File: src/rtl/usr_ctrl_if.sv
// Command/status bundle between a command source and the usr_ctrl sequencer.
// USR_ROTATE_EN adds the rotate flag and register end-bit feedback.
interface usr_ctrl_if #(
  parameter int unsigned CNT_W = 4
);
  logic             cmd_valid;
  logic             cmd_ready;
  logic [1:0]       cmd_op;
  logic [CNT_W-1:0] cmd_cnt;
  logic             cmd_sin;
  logic [1:0]       sel;
  logic             sin_r;
  logic             sin_l;
  logic             busy;
  logic             done;
`ifdef USR_ROTATE_EN
  logic             cmd_rot;
  logic             q_msb;
  logic             q_lsb;

  modport master (
    output cmd_valid, cmd_op, cmd_cnt, cmd_sin, cmd_rot, q_msb, q_lsb,
    input  cmd_ready, sel, sin_r, sin_l, busy, done
  );

  modport slave (
    input  cmd_valid, cmd_op, cmd_cnt, cmd_sin, cmd_rot, q_msb, q_lsb,
    output cmd_ready, sel, sin_r, sin_l, busy, done
  );
`else
  modport master (
    output cmd_valid, cmd_op, cmd_cnt, cmd_sin,
    input  cmd_ready, sel, sin_r, sin_l, busy, done
  );

  modport slave (
    input  cmd_valid, cmd_op, cmd_cnt, cmd_sin,
    output cmd_ready, sel, sin_r, sin_l, busy, done
  );
`endif
endinterface

File: src/rtl/usr_ctrl.sv
// Command sequencer for the universal shift register: drives mux select and serial-in bits.
// Optional USR_ROTATE_EN feeds the register end bits back as serial input for rotates.
module usr_ctrl #(
  parameter int unsigned CNT_W = 4
) (
  input  logic       clk,
  input  logic       rst_n,
  usr_ctrl_if.slave  bus
);

  localparam logic [1:0] OP_WAIT = 2'b00;
  localparam logic [1:0] OP_SHR  = 2'b01;
  localparam logic [1:0] OP_SHL  = 2'b10;
  localparam logic [1:0] OP_LOAD = 2'b11;

  typedef enum logic [1:0] {
    IDLE   = 2'd0,
    ACTIVE = 2'd1,
    DONE   = 2'd2
  } state_t;

  state_t           state_q, state_n;
  logic [CNT_W-1:0] cnt_q, cnt_n;
  logic [1:0]       sel_q, sel_n;
  logic             sin_r_q, sin_r_n;
  logic             sin_l_q, sin_l_n;
  logic             busy_q, busy_n;
  logic             done_q, done_n;
  logic             accept;
`ifdef USR_ROTATE_EN
  logic             rot_q, rot_n;
`endif

  assign bus.cmd_ready = (state_q == IDLE);
  assign accept        = bus.cmd_valid && (state_q == IDLE);

  // State register and registered outputs
  always_ff @(posedge clk or negedge rst_n) begin
    if (!rst_n) begin
      state_q <= IDLE;
      cnt_q   <= '0;
      sel_q   <= OP_WAIT;
      sin_r_q <= 1'b0;
      sin_l_q <= 1'b0;
      busy_q  <= 1'b0;
      done_q  <= 1'b0;
`ifdef USR_ROTATE_EN
      rot_q   <= 1'b0;
`endif
    end else begin
      state_q <= state_n;
      cnt_q   <= cnt_n;
      sel_q   <= sel_n;
      sin_r_q <= sin_r_n;
      sin_l_q <= sin_l_n;
      busy_q  <= busy_n;
      done_q  <= done_n;
`ifdef USR_ROTATE_EN
      rot_q   <= rot_n;
`endif
    end
  end

  // Next state, down-counter and next output values
  always_comb begin
    state_n = state_q;
    cnt_n   = cnt_q;
    sel_n   = sel_q;
    sin_r_n = sin_r_q;
    sin_l_n = sin_l_q;
    busy_n  = busy_q;
    done_n  = 1'b0;
`ifdef USR_ROTATE_EN
    rot_n   = rot_q;
`endif
    case (state_q)
      IDLE: begin
        if (accept) begin
          busy_n = 1'b1;
`ifdef USR_ROTATE_EN
          rot_n  = bus.cmd_rot;
`endif
          if (bus.cmd_op == OP_LOAD) begin
            state_n = ACTIVE;
            cnt_n   = CNT_W'(1);
            sel_n   = OP_LOAD;
            sin_r_n = 1'b0;
            sin_l_n = 1'b0;
          end else if (bus.cmd_cnt == '0) begin
            // Zero-length shift/wait completes without ever leaving hold
            state_n = DONE;
            done_n  = 1'b1;
            cnt_n   = '0;
            sel_n   = OP_WAIT;
            sin_r_n = 1'b0;
            sin_l_n = 1'b0;
          end else begin
            state_n = ACTIVE;
            cnt_n   = bus.cmd_cnt;
            sel_n   = bus.cmd_op;
            sin_r_n = (bus.cmd_op == OP_SHR) && bus.cmd_sin;
            sin_l_n = (bus.cmd_op == OP_SHL) && bus.cmd_sin;
          end
        end
      end
      ACTIVE: begin
        if (cnt_q == CNT_W'(1)) begin
          state_n = DONE;
          done_n  = 1'b1;
          cnt_n   = '0;
          sel_n   = OP_WAIT;
          sin_r_n = 1'b0;
          sin_l_n = 1'b0;
        end else begin
          cnt_n = cnt_q - CNT_W'(1);
        end
      end
      DONE: begin
        state_n = IDLE;
        busy_n  = 1'b0;
        sel_n   = OP_WAIT;
        sin_r_n = 1'b0;
        sin_l_n = 1'b0;
      end
      default: begin
        state_n = IDLE;
        cnt_n   = '0;
        busy_n  = 1'b0;
        sel_n   = OP_WAIT;
        sin_r_n = 1'b0;
        sin_l_n = 1'b0;
      end
    endcase
  end

  assign bus.sel  = sel_q;
  assign bus.busy = busy_q;
  assign bus.done = done_q;

`ifdef USR_ROTATE_EN
  // Rotate passes the opposite end bit straight through so it tracks the register each cycle
  assign bus.sin_r = (rot_q && (state_q == ACTIVE) && (sel_q == OP_SHR)) ? bus.q_lsb : sin_r_q;
  assign bus.sin_l = (rot_q && (state_q == ACTIVE) && (sel_q == OP_SHL)) ? bus.q_msb : sin_l_q;
`else
  assign bus.sin_r = sin_r_q;
  assign bus.sin_l = sin_l_q;
`endif

endmodule

File: src/flat_wrapper.sv
// flat-port wrapper written by rule: the top's interface ports become plain ports
module usr_ctrl_flat 
#(
  parameter int unsigned CNT_W = 4
)
  (clk, rst_n, bus_cmd_valid, bus_cmd_op, bus_cmd_cnt, bus_cmd_sin, bus_cmd_ready, bus_sel, bus_sin_r, bus_sin_l, bus_busy, bus_done);
  usr_ctrl_if #(.CNT_W(CNT_W)) bus_i ();
  input  logic clk;
  input  logic rst_n;
  input wire logic [$bits(bus_i.cmd_valid)-1:0] bus_cmd_valid;
  input wire logic [$bits(bus_i.cmd_op)-1:0] bus_cmd_op;
  input wire logic [$bits(bus_i.cmd_cnt)-1:0] bus_cmd_cnt;
  input wire logic [$bits(bus_i.cmd_sin)-1:0] bus_cmd_sin;
  output wire logic [$bits(bus_i.cmd_ready)-1:0] bus_cmd_ready;
  output wire logic [$bits(bus_i.sel)-1:0] bus_sel;
  output wire logic [$bits(bus_i.sin_r)-1:0] bus_sin_r;
  output wire logic [$bits(bus_i.sin_l)-1:0] bus_sin_l;
  output wire logic [$bits(bus_i.busy)-1:0] bus_busy;
  output wire logic [$bits(bus_i.done)-1:0] bus_done;
  assign bus_i.cmd_valid = bus_cmd_valid;
  assign bus_i.cmd_op = bus_cmd_op;
  assign bus_i.cmd_cnt = bus_cmd_cnt;
  assign bus_i.cmd_sin = bus_cmd_sin;
  assign bus_cmd_ready = bus_i.cmd_ready;
  assign bus_sel = bus_i.sel;
  assign bus_sin_r = bus_i.sin_r;
  assign bus_sin_l = bus_i.sin_l;
  assign bus_busy = bus_i.busy;
  assign bus_done = bus_i.done;
  usr_ctrl #(.CNT_W(CNT_W)) u_core (.clk(clk), .rst_n(rst_n), .bus(bus_i));
endmodule
File: config.mk
export PLATFORM = sky130hd
export DESIGN_NAME = usr_ctrl_flat
export DESIGN_NICKNAME = d
export VERILOG_FILES = /design/src/rtl/usr_ctrl_if.sv /design/src/rtl/usr_ctrl.sv /design/src/flat_wrapper.sv
export SDC_FILE = /design/constraint.sdc
export NUM_CORES = 1
export LEC_CHECK = 0
export ABC_AREA = 1
export CAP_MARGIN = 10
export CORE_MARGIN = 2
export CORE_UTILIZATION = 50
export DETAILED_ROUTE_END_ITERATION = 6
export PLACE_DENSITY = 0.81
export SYNTH_ARGS = -nofsm -noshare
export SYNTH_HDL_FRONTEND = slang
export SYNTH_SLANG_ARGS = --single-unit
File: constraint.sdc
create_clock -name clk -period 2.4 [get_ports clk]
set_clock_uncertainty 0.15 [all_clocks]
set_input_delay 0.36 -clock clk [delete_from_list [all_inputs] [get_ports clk]]
set_output_delay 0.36 -clock clk [all_outputs]
set_load 0.01 [all_outputs]
==> metrics.md, run 1 <==
| Metric | Value |
|---|---|
| Result of the run | finished, final reports clean |
| Chip Height | 40.9 um |
| Max IR drop VDD | 0.774 mV |
| Critical path fanouts, max | 7 |
| Post-Synthesis Net Count | 98 |
| Deepest clock path buffer count | 2 |
| Sequential cell area | 300 um^2 |
| Area after DPL | 860 um^2 |
| Top Ports | 17 |
| Setup-violating endpoint count in the final report | 0 |
| Standard cell core area | 0.00128 mm^2 |
| Die W | 40.9 um |
| Synth Flop Type | dfrtp_1 |
| Number of max-cap violations | 0 |
| Post-DP HPWL | 1030 um |
| Kind of end point of the critical path | primary output |
| First-pass detailed-route iteration total | 4 |
| Start-to-end type of the worst setup path | reg2out |
| Total area of multi-input combinational cells | 339 um^2 |
| Initial antenna violation count | 0 |
| R2R Path End | u_core.cnt_q[2] |
| Maximum level of the CTS H-tree | 1 |
| Fin Setup TNS | 0 ps |
| Unrepaired setup endpoints after global routing | no |
| Tcrit/Tclk final | 83.4% |
| Total setup buffers inserted after CTS | 0 |
| IO Port Bufs | 16 |
| Average size of a mapped cell | 7.91 um^2 |
| Cts repair resizes | 0 |
| Pin slew with the least headroom to its limit | 539 ps |
| Launch point of the worst path | u_core.state_q[0] |
| Number of synthesis warnings | 0 |
| Lkg Pwr | 0.445 nW |
| Number of synthesized flops with an enable pin | 0 |
| Unique cell type count in the Yosys netlist | 18 |
| #FFs+latches synth | 12 |
| P&R area growth vs syn | 31.6% |
| Maximum clock rate | 0.499 GHz |
| Startpoint kind of the worst setup timing path | flip-flop |
| GRT Util Overall | 20.1% |
| Row count | 13 |
| Hold Fails Final Rpt | 0 |
| Dominant cells by area after synthesis | dfrtp_1 (44%), nand2_1 (13%), nand2_4 (5.0%), inv_1 (4.4%), nor2_1 (4.4%) |
| Via count | 615 |
| Share of the synthesized area in the top cell type | 44.1% |
| Sinks on the clock net | 12 |
| Final min period | 2000 ps |
| Post-synth top cells | nand2_1 (24), dfrtp_1 (12), inv_1 (8), nor2_1 (8), o21ai_0 (5) |
| Final RePlAce weighted congestion | 0.807 |
| Wirelength, routed | 1340 um |
| Depth of the worst register-to-register path | 6 |
| Portion of the post-synthesis area used by sequential elements | 44.1% |
| R2R setup slack | 1050 ps |
| Filler instances | 109 |
| Worst EP arrival | 1490 ps |
| Global-route wire length before repair | 2160 um |
| Cell Area, Synth | 681 um^2 |
| Number of CTS-inserted buffers | 3 |
| Number of nets in the layout | 119 |
| Post-detailed-route via-to-cell ratio | 5.08 |
| Slew HR | 63.9% |
| Clock tree from TritonCTS | built |
| Max-slew violation count | 0 |
| Hold Path Class | in2async |
| Worst hold slack across all endpoints | 280 ps |
| Reg-to-Reg Start | u_core.cnt_q[0] |
| Iteration-0 DRC Markers | 14 |
| Critical Path RT | 1890 ps |
| Initial Utilization | 53.0% |
| Post-route ant nets | 0 |
| Pwr Density | 1230 mW/mm^2 |
| Total die area | 0.00167 mm^2 |
| Quantity of hold-fixing buffers added after cts | 0 |
| Antenna fix cells | 0 |
| Fraction of final layout cells sized beyond drive strength 1 | 17.0% |
| Overall overflow remaining after global route | 0 |
| Top cell type by total area after synthesis | dfrtp_1 |
| Cell with the most instances after synthesis | nand2_1 |
| Skew-Pair Late Insertion Delay | 280 ps |
| Pin count of the biggest net entering global routing | 13 |
| Number of standard cells after synthesis | 86 |
| Number of design rule violations left after detail routing | 0 |
| Worst setup path endpoint | bus_cmd_ready |
| Clock root buffer | clkbuf_4 |
| Fraction of synthesis flops using an asynchronous set or reset pin | 100% |
| Clock transition at the registers of the reported paths | 80 ps |
| Final non-filler cell area | 896 um^2 |
| Routed length per placed instance | 11.0 um |
| Via count of the first global-routing pass | 534 |
[flip-flops by register name, summed over array words and instances, names as in the netlist]
register	cells
u_core.bus.done	1
u_core.bus.sin_l	1
u_core.bus.sin_r	1
u_core.cnt_q	4
u_core.state_q	2
u_core.bus.busy	1
u_core.bus.sel	2
[logic make-up after synthesis]
kind of cell,Yosys count,share of synthesized area (%)
AOI/OAI and AO/OA,14,12.1
xor gates and xnor gates,1,1.29
adders and majority gates,2,3.68
buffers and inverters,11,6.07
DFF,12,44.1
and+or+nand+nor,46,32.7
[critical path, stage by stage, from the launching register on]
cell             delay (ps)
dfrtp_1                 460
nor2_4                  190
clkdlybuf4s50_1         570
[final cells by class]
| class | count | share of cell area [%] |
|---|---|---|
| Timing Repair Buffer | 16 | 17.9 |
| Tap cell | 15 | 2.09 |
| Inverter | 11 | 4.61 |
| Multi-Input combinational cell | 63 | 37.8 |
| Clock buffer | 4 | 4.05 |
| Sequential cell | 12 | 33.5 |
[per-stage QoR]
| stage | instances | total power (W) | util (%) | worst slack, ps |
|---|---|---|---|---|
| floorplan | 86 | 0.000765 | - | 1160 |
| global placement | 117 | 0.000927 | 66.9 | 719 |
| detailed placement | 117 | 0.000942 | 66.9 | 695 |
| CTS | 121 | 0.00111 | 69.7 | 388 |
| global route | 121 | 0.00119 | 69.7 | 338 |
| finish | 121 | 0.00110 | 69.7 | 398 |
[power by group]
group	internal [W]	total, W	switching, W
Sequential	0.000282	0.000356	0.0000741
Clock	0.0000923	0.000164	0.0000715
Combinational	0.000255	0.000578	0.000323
[metal layers]
| layer | GRT usage, % | vias to the layer above | share of wire, % |
|---|---|---|---|
| met5 | 0 | - | 0 |
| met4 | 10.0 | 0 | 1.3 |
| met3 | 4.89 | 4 | 4.5 |
| met2 | 32.4 | 13 | 46 |
| met1 | 24.5 | 281 | 49 |
| li1 | - | 317 | - |
[how the worst min path moves through the flow]
stage / end / slack, ps / cells after the start
6_report: u_core.cnt_q[0] / 280 / 1
3_3_place_gp: u_core.bus.busy / 310 / 2
2_1_floorplan: u_core.bus.busy / -90 / 0
5_1_grt: u_core.bus.done / 330 / 1
4_1_cts: u_core.cnt_q[0] / 300 / 1
3_5_place_dp: u_core.bus.sin_r / 320 / 2
[cell usage in the layout (no fill, tap or decap)]
master / n
a21oi_1: 1
a31oi_1: 1
clkbuf_4: 3
clkbuf_8: 1
clkdlybuf4s50_1: 16
dfrtp_1: 12
ha_1: 2
inv_1: 8
inv_2: 3
nand2_1: 24
nand2_2: 3
nand2_4: 3
nand3_1: 4
nand4_1: 2
nor2_1: 8
nor2_2: 1
nor2_4: 1
o21ai_0: 5
o21ai_1: 4
o21ai_2: 3
xnor2_1: 1
(Power assumes the default switching activity.)
==> inputs of run 2 (changes only) <==
--- a/config.mk
+++ b/config.mk
@@ -8,9 +8,9 @@
 export ABC_AREA = 1
 export CAP_MARGIN = 10
 export CORE_MARGIN = 2
-export CORE_UTILIZATION = 50
+export CORE_UTILIZATION = 46
 export DETAILED_ROUTE_END_ITERATION = 6
-export PLACE_DENSITY = 0.81
+export PLACE_DENSITY = 0.75
 export SYNTH_ARGS = -nofsm -noshare
 export SYNTH_HDL_FRONTEND = slang
 export SYNTH_SLANG_ARGS = --single-unit
==> constraint.sdc (replaced) <==
create_clock -name clk -period 2.1 [get_ports clk]
set_clock_uncertainty 0.15 [all_clocks]
set_input_delay 0.315 -clock clk [delete_from_list [all_inputs] [get_ports clk]]
set_output_delay 0.315 -clock clk [all_outputs]
set_load 0.01 [all_outputs]
==> run 2 against run 1 <==
Count of clock-buffer cells in the layout did not move. Critical path depth unchanged. Global-route usage decreased by 1.2 points. Sequential share of layout area did not move. Setup slack worse by 270 ps. Flip-flop and latch count is the same. First-iteration DRC count did not move. Design area unchanged. Die area up 7.8%. Critical endpoint unchanged. Largest power group unchanged. Highest routed layer unchanged.
==> metrics.md, run 2 (synthesized netlist as in run 1, its figures left out) <==
| Metric | Value |
|---|---|
| Number of CTS-inserted buffers | 3 (unchanged) |
| Post-DP HPWL | 1130 um (was 1030 um) |
| Lkg Pwr | 0.445 nW (unchanged) |
| Setup slack of the critical path after layout | 124 ps (was 398 ps) |
| Cts repair resizes | 0 (unchanged) |
| Relative contribution of the clock network to total power | 14.7% (was 14.9%) |
| Critical Path RT | 1630 ps (was 1890 ps) |
| Quantity of hold-fixing buffers added after cts | 0 (unchanged) |
| Worst EP arrival | 1510 ps (was 1490 ps) |
| Met2 demand-to-capacity share in global routing | 29.8% (was 32.4%) |
| Crit path largest cell delay | 570 ps (about the same) |
| GRT met1 Usage | 22.8% (was 24.5%) |
| GRT Util Overall | 18.8% (was 20.1%) |
| Post-route ant nets | 0 (unchanged) |
| Routing layer with the top usage in global route | met2 (unchanged) |
| Combinational share of power | 53.4% (was 52.7%) |
| Number of nets in the layout | 119 (unchanged) |
| Buf/Inv on CP | 1 (unchanged) |
| First-pass detailed-route iteration total | 4 (unchanged) |
| Clock root buffer | clkbuf_4 (unchanged) |
| Hold Path Class | in2async (unchanged) |
| Routed length per placed instance | 12.2 um (was 11.0 um) |
| Initial antenna violation count | 0 (unchanged) |
| Sinks on the clock net | 12 (unchanged) |
| Clock transition at the registers of the reported paths | 90 ps (was 80 ps) |
| Clock tree from TritonCTS | built (unchanged) |
| Critical path, cell by cell | nor2_4 > clkdlybuf4s50_1 (unchanged) |
| IO Port Bufs | 16 (unchanged) |
| Final RePlAce weighted congestion | 0.773 (was 0.807) |
| Kind of cell adding the most delay to the critical path | buffers and inverters (unchanged) |
| Critical path fanouts, max | 7 (unchanged) |
| Antenna fix cells | 0 (unchanged) |
| Crit path max-delay cell type | clkdlybuf4s50_1 (unchanged) |
| Fin Setup TNS | 0 ps (unchanged) |
| Pin slew with the least headroom to its limit | 563 ps (was 539 ps) |
| Fraction of power consumed by sequential logic | 31.9% (was 32.4%) |
| Skew-Pair Late Insertion Delay | 280 ps (about the same) |
| Hold Fails Final Rpt | 0 (unchanged) |
| Overall overflow remaining after global route | 0 (unchanged) |
| Via count | 627 (was 615) |
| Largest register by flop count | u_core.cnt_q (unchanged) |
| Standard cell core area | 0.00133 mm^2 (was 0.00128 mm^2) |
| Maximum clock rate | 0.506 GHz |
| Max-slew violation count | 0 (unchanged) |
| Max IR drop VDD | 0.684 mV (was 0.774 mV) |
| Top Ports | 17 (unchanged) |
| Maximum level of the CTS H-tree | 1 (unchanged) |
| Global-route wire length before repair | 2540 um (was 2160 um) |
| Unrepaired setup endpoints after global routing | no (unchanged) |
| Sw power | 0.000556 W (was 0.000469 W) |
| Setup-violating endpoint count in the final report | 0 (unchanged) |
| Flip-flop count of the largest register, all copies and words added | 4 (unchanged) |
| Wirelength, routed | 1470 um (was 1340 um) |
| Number of max-cap violations | 0 (unchanged) |
| Start-to-end type of the worst setup path | reg2out (unchanged) |
| Row count | 13 (unchanged) |
| Pin count of the biggest net entering global routing | 13 (unchanged) |
| Int Pwr | 0.000722 W (was 0.000629 W) |
| Fraction of final layout cells sized beyond drive strength 1 | 17.0% (unchanged) |
| Via count of the first global-routing pass | 634 (was 534) |
| Minimum setup slack after placement | 430 ps (was 695 ps) |
| Iteration-0 DRC Markers | 14 (unchanged) |
| Number of design rule violations left after detail routing | 0 (unchanged) |
| Initial Utilization | 51.0% (was 53.0%) |
| Total setup buffers inserted after CTS | 0 (unchanged) |
| Die W | 42.5 um (was 40.9 um) |
| Startpoint kind of the worst setup timing path | flip-flop (unchanged) |
| P&R area growth vs syn | 31.6% (unchanged) |
| Slew HR | 62.3% (was 63.9%) |
| Deepest clock path buffer count | 2 (unchanged) |
| Kind of end point of the critical path | primary output (unchanged) |
| Switching share of power | 43.5% (was 42.7%) |
| Met3 Track Usage GR | 3.45% (was 4.89%) |
| Pwr Density | 1430 mW/mm^2 (was 1230 mW/mm^2) |
| Tcrit/Tclk final | 94.1% |
| Most frequent standard cell in the layout excluding fill and tap cells | nand2_1 (unchanged) |
| Post-detailed-route via-to-cell ratio | 5.18 (was 5.08) |
| Most frequent cells in the layout | nand2_1 (24), clkdlybuf4s50_1 (16), dfrtp_1 (12), inv_1 (8), nor2_1 (8) (unchanged) |
| Result of the run | finished, final reports clean (unchanged) |
| Final min period | 1980 ps |
| Total die area | 0.00180 mm^2 (was 0.00167 mm^2) |
| Chip Height | 42.5 um (was 40.9 um) |
==> run 2: area by class of cell <==
type / instances / area (um^2)
Multi-Input combinational cell: 63 / 339
Tap cell: 15 / 18.8
Fill cell: 110 / 438
Inverter: 11 / 41.3
Clock buffer: 4 / 36.3
Timing Repair Buffer: 16 / 160
Sequential cell: 12 / 300
==> run 2: power by group through the flow <==
stage	combinational [W]	clock, W	sequential (W)
after floorplan	0.000459	0	0.000415
after global placement	0.000662	0	0.000407
after detailed placement	0.000683	0	0.000410
after CTS	0.000690	0.000190	0.000407
after global routing	0.000765	0.000201	0.000419
final	0.000682	0.000188	0.000408
==> run 2: worst paths after layout <==
| path | from | to | slack (ps) | depth (start not counted) |
|---|---|---|---|---|
| max | u_core.state_q[0] | bus_cmd_ready | 120 | 2 |
| min | rst_n | u_core.state_q[1] | 240 | 1 |
| max reg2reg | u_core.cnt_q[0] | u_core.cnt_q[2] | 720 | 6 |
| min reg2reg | u_core.bus.busy | u_core.bus.busy | 340 | 2 |
| max in group asynchronous | rst_n | u_core.cnt_q[2] | 1180 | 1 |
| min in group clk | u_core.bus.busy | u_core.bus.busy | 340 | 2 |
==> run 2: metal layers <==
metal / share of wire (%) / wire length, um / vias to the layer above
li1: - / - / 313
met1: 47 / 689 / 292
met2: 46 / 680 / 18
met3: 4.6 / 68 / 4
met4: 2.2 / 32 / 0
met5: 0 / 0 / -
==> run 2: per-stage QoR <==
step           util, %  instances  instance area, um^2  power [W]  hold slack (ps)
6_report          67.2        121                  896    0.00128              241
5_1_grt           67.2        121                  896    0.00139              286
4_1_cts           67.2        121                  896    0.00129              255
3_5_place_dp      64.4        117                  860    0.00109              325
3_3_place_gp      64.4        117                  860    0.00107              312
2_1_floorplan        -         86                  681   0.000874             -131
==> inputs of run 3 (changes only) <==
--- a/config.mk
+++ b/config.mk
@@ -10,6 +10,7 @@
 export CORE_MARGIN = 2
 export CORE_UTILIZATION = 46
 export DETAILED_ROUTE_END_ITERATION = 6
+export GPL_TIMING_DRIVEN = 0
 export PLACE_DENSITY = 0.75
 export SYNTH_ARGS = -nofsm -noshare
 export SYNTH_HDL_FRONTEND = slang
==> run 3 against run 2 <==
Count of clock-buffer cells in the layout shrank 1. Via count shrank 2.1%. Setup slack gained 18 ps. Design area shrank 1.5%. Flip-flop and latch count is the same. Routed wire length shrank 2.6%. Non-clock buffer count is the same. Global-route usage grew 0.32 points. Total power shrank 4.5%. Register-to-register slack gained 30 ps. Highest routed layer unchanged.
==> metrics.md, run 3 (synthesized netlist as in run 1, its figures left out) <==
| Metric | Value |
|---|---|
| Number of nets in the layout | 119 (unchanged) |
| Result of the run | finished, final reports clean (unchanged) |
| Final min period | 1960 ps (was 1980 ps) |
| Kind of cell adding the most delay to the critical path | buffers and inverters (unchanged) |
| Critical path fanouts, max | 7 (unchanged) |
| GRT Util Overall | 19.2% (was 18.8%) |
| Initial Utilization | 51.0% (unchanged) |
| Flip-flop count of the largest register, all copies and words added | 4 (unchanged) |
| Standard cell core area | 0.00133 mm^2 (unchanged) |
| Max IR drop VDD | 0.807 mV (was 0.684 mV) |
| Post-DP HPWL | 1130 um (about the same) |
| Total die area | 0.00180 mm^2 (unchanged) |
| Crit path max-delay cell type | clkdlybuf4s50_1 (unchanged) |
| Pin count of the biggest net entering global routing | 13 (unchanged) |
| Via count | 614 (was 627) |
| Area after DPL | 860 um^2 (unchanged) |
| Clock tree from TritonCTS | built (unchanged) |
| Pwr Density | 1380 mW/mm^2 (was 1430 mW/mm^2) |
| Largest register by flop count | u_core.cnt_q (unchanged) |
| Deepest clock path buffer count | 2 (unchanged) |
| IO Port Bufs | 16 (unchanged) |
| Max-slew violation count | 0 (unchanged) |
| Buf/Inv on CP | 1 (unchanged) |
| Startpoint kind of the worst setup timing path | flip-flop (unchanged) |
| Global-route wire length before repair | 2570 um (was 2540 um) |
| Fin Setup TNS | 0 ps (unchanged) |
| Hold Path Class | in2async (unchanged) |
| Final RePlAce weighted congestion | 0.766 (was 0.773) |
| Tcrit/Tclk final | 93.3% (was 94.1%) |
| Setup-violating endpoint count in the final report | 0 (unchanged) |
| Most frequent standard cell in the layout excluding fill and tap cells | nand2_1 (unchanged) |
| Skew-Pair Late Insertion Delay | 270 ps (was 280 ps) |
| First-pass detailed-route iteration total | 4 (unchanged) |
| Total setup buffers inserted after CTS | 0 (unchanged) |
| Critical Path RT | 1630 ps (about the same) |
| Number of max-cap violations | 0 (unchanged) |
| Via count of the first global-routing pass | 619 (was 634) |
| Crit path largest cell delay | 570 ps (about the same) |
| Lkg Pwr | 0.438 nW (was 0.445 nW) |
| Fraction of final layout cells sized beyond drive strength 1 | 16.2% (was 17.0%) |
| Sinks on the clock net | 12 (unchanged) |
| Slew HR | 62.5% (was 62.3%) |
| Critical path, cell by cell | nor2_4 > clkdlybuf4s50_1 (unchanged) |
| Number of design rule violations left after detail routing | 0 (unchanged) |
| Post-route ant nets | 0 (unchanged) |
| Number of CTS-inserted buffers | 3 (unchanged) |
| Pin slew with the least headroom to its limit | 560 ps (was 563 ps) |
| Worst EP arrival | 1490 ps (was 1510 ps) |
| Row count | 13 (unchanged) |
| Final non-filler cell area | 882 um^2 (was 896 um^2) |
| Iteration-0 DRC Markers | 10 (was 14) |
| Unrepaired setup endpoints after global routing | no (unchanged) |
| Kind of end point of the critical path | primary output (unchanged) |
| Cts repair resizes | 0 (unchanged) |
| Filler instances | 125 (was 110) |
| Antenna fix cells | 0 (unchanged) |
| Routed length per placed instance | 11.9 um (was 12.2 um) |
| Top Ports | 17 (unchanged) |
| Wirelength, routed | 1430 um (was 1470 um) |
| Start-to-end type of the worst setup path | reg2out (unchanged) |
| Most frequent cells in the layout | nand2_1 (24), clkdlybuf4s50_1 (16), dfrtp_1 (12), inv_1 (8), nor2_1 (8) (unchanged) |
| Post-detailed-route via-to-cell ratio | 5.12 (was 5.18) |
| P&R area growth vs syn | 29.6% (was 31.6%) |
| Clock transition at the registers of the reported paths | 80 ps (was 90 ps) |
| Chip Height | 42.5 um (unchanged) |
| Hold Fails Final Rpt | 0 (unchanged) |
| Quantity of hold-fixing buffers added after cts | 0 (unchanged) |
| Maximum level of the CTS H-tree | 1 (unchanged) |
| Clock root buffer | clkbuf_4 (unchanged) |
| Die W | 42.5 um (unchanged) |
| Maximum clock rate | 0.511 GHz (was 0.506 GHz) |
| Initial antenna violation count | 0 (unchanged) |
| Overall overflow remaining after global route | 0 (unchanged) |
-- run 3: changes by cell type in the layout (fill, tap and decap cells not counted) --
cell,previous run,this run
clkbuf_8,1,0
-- run 3: layout make-up --
cell class / count / area, um^2 / share of cell area [%]
well taps: 15 / 18.8 / 2.13
multi-input cells: 63 / 339 / 38.4
repair buffers: 16 / 160 / 18.2
clock buffers: 3 / 22.5 / 2.55
inverters: 11 / 41.3 / 4.68
flip-flops and latches: 12 / 300 / 34.0
-- run 3: power breakdown --
part	internal, W	switching [W]
sequential	0.000322	0.0000835
clock	0.0000663	0.0000739
combinational	0.000293	0.000381
-- run 3: worst register-to-register path, delay by kind of cell, from the launching register on --
family	cells	cell delay [ps]
compound gates	1	80
xor+xnor	1	180
fa+ha+maj	1	230
buf+inv	1	110
flops	1	400
simple gates	2	100
-- run 3: layer usage --
layer,GRT usage [%],vias up,wire [um]
li1,-,312,-
met1,24.5,276,666
met2,30.2,20,675
met3,3.45,6,56
met4,10.6,0,34
met5,0,-,0
-- run 3: final timing paths --
path / startpoint / depth (start not counted) / slack, ps / to
max in group asynchronous: rst_n / 1 / 1170 / u_core.cnt_q[2]
worst max-delay path: u_core.state_q[0] / 2 / 140 / bus_cmd_ready
min in group clk: u_core.bus.busy / 2 / 330 / u_core.bus.busy
worst min-delay path: rst_n / 1 / 250 / u_core.bus.busy
worst min register to register: u_core.bus.busy / 2 / 330 / u_core.bus.busy
worst max register to register: u_core.cnt_q[0] / 6 / 750 / u_core.cnt_q[2]
-- run 3: per-stage QoR --
stage               setup slack (ps)  power [W]  hold slack, ps  utilization, %  cells
finish                           141    0.00122             251            66.1    120
global route                    90.6    0.00133             341            66.1    120
CTS                              123    0.00123             262            66.1    120
detailed placement               429    0.00109             319            64.4    117
global placement                 440    0.00107             313            64.4    117
floorplan                        859   0.000874            -131               -     86
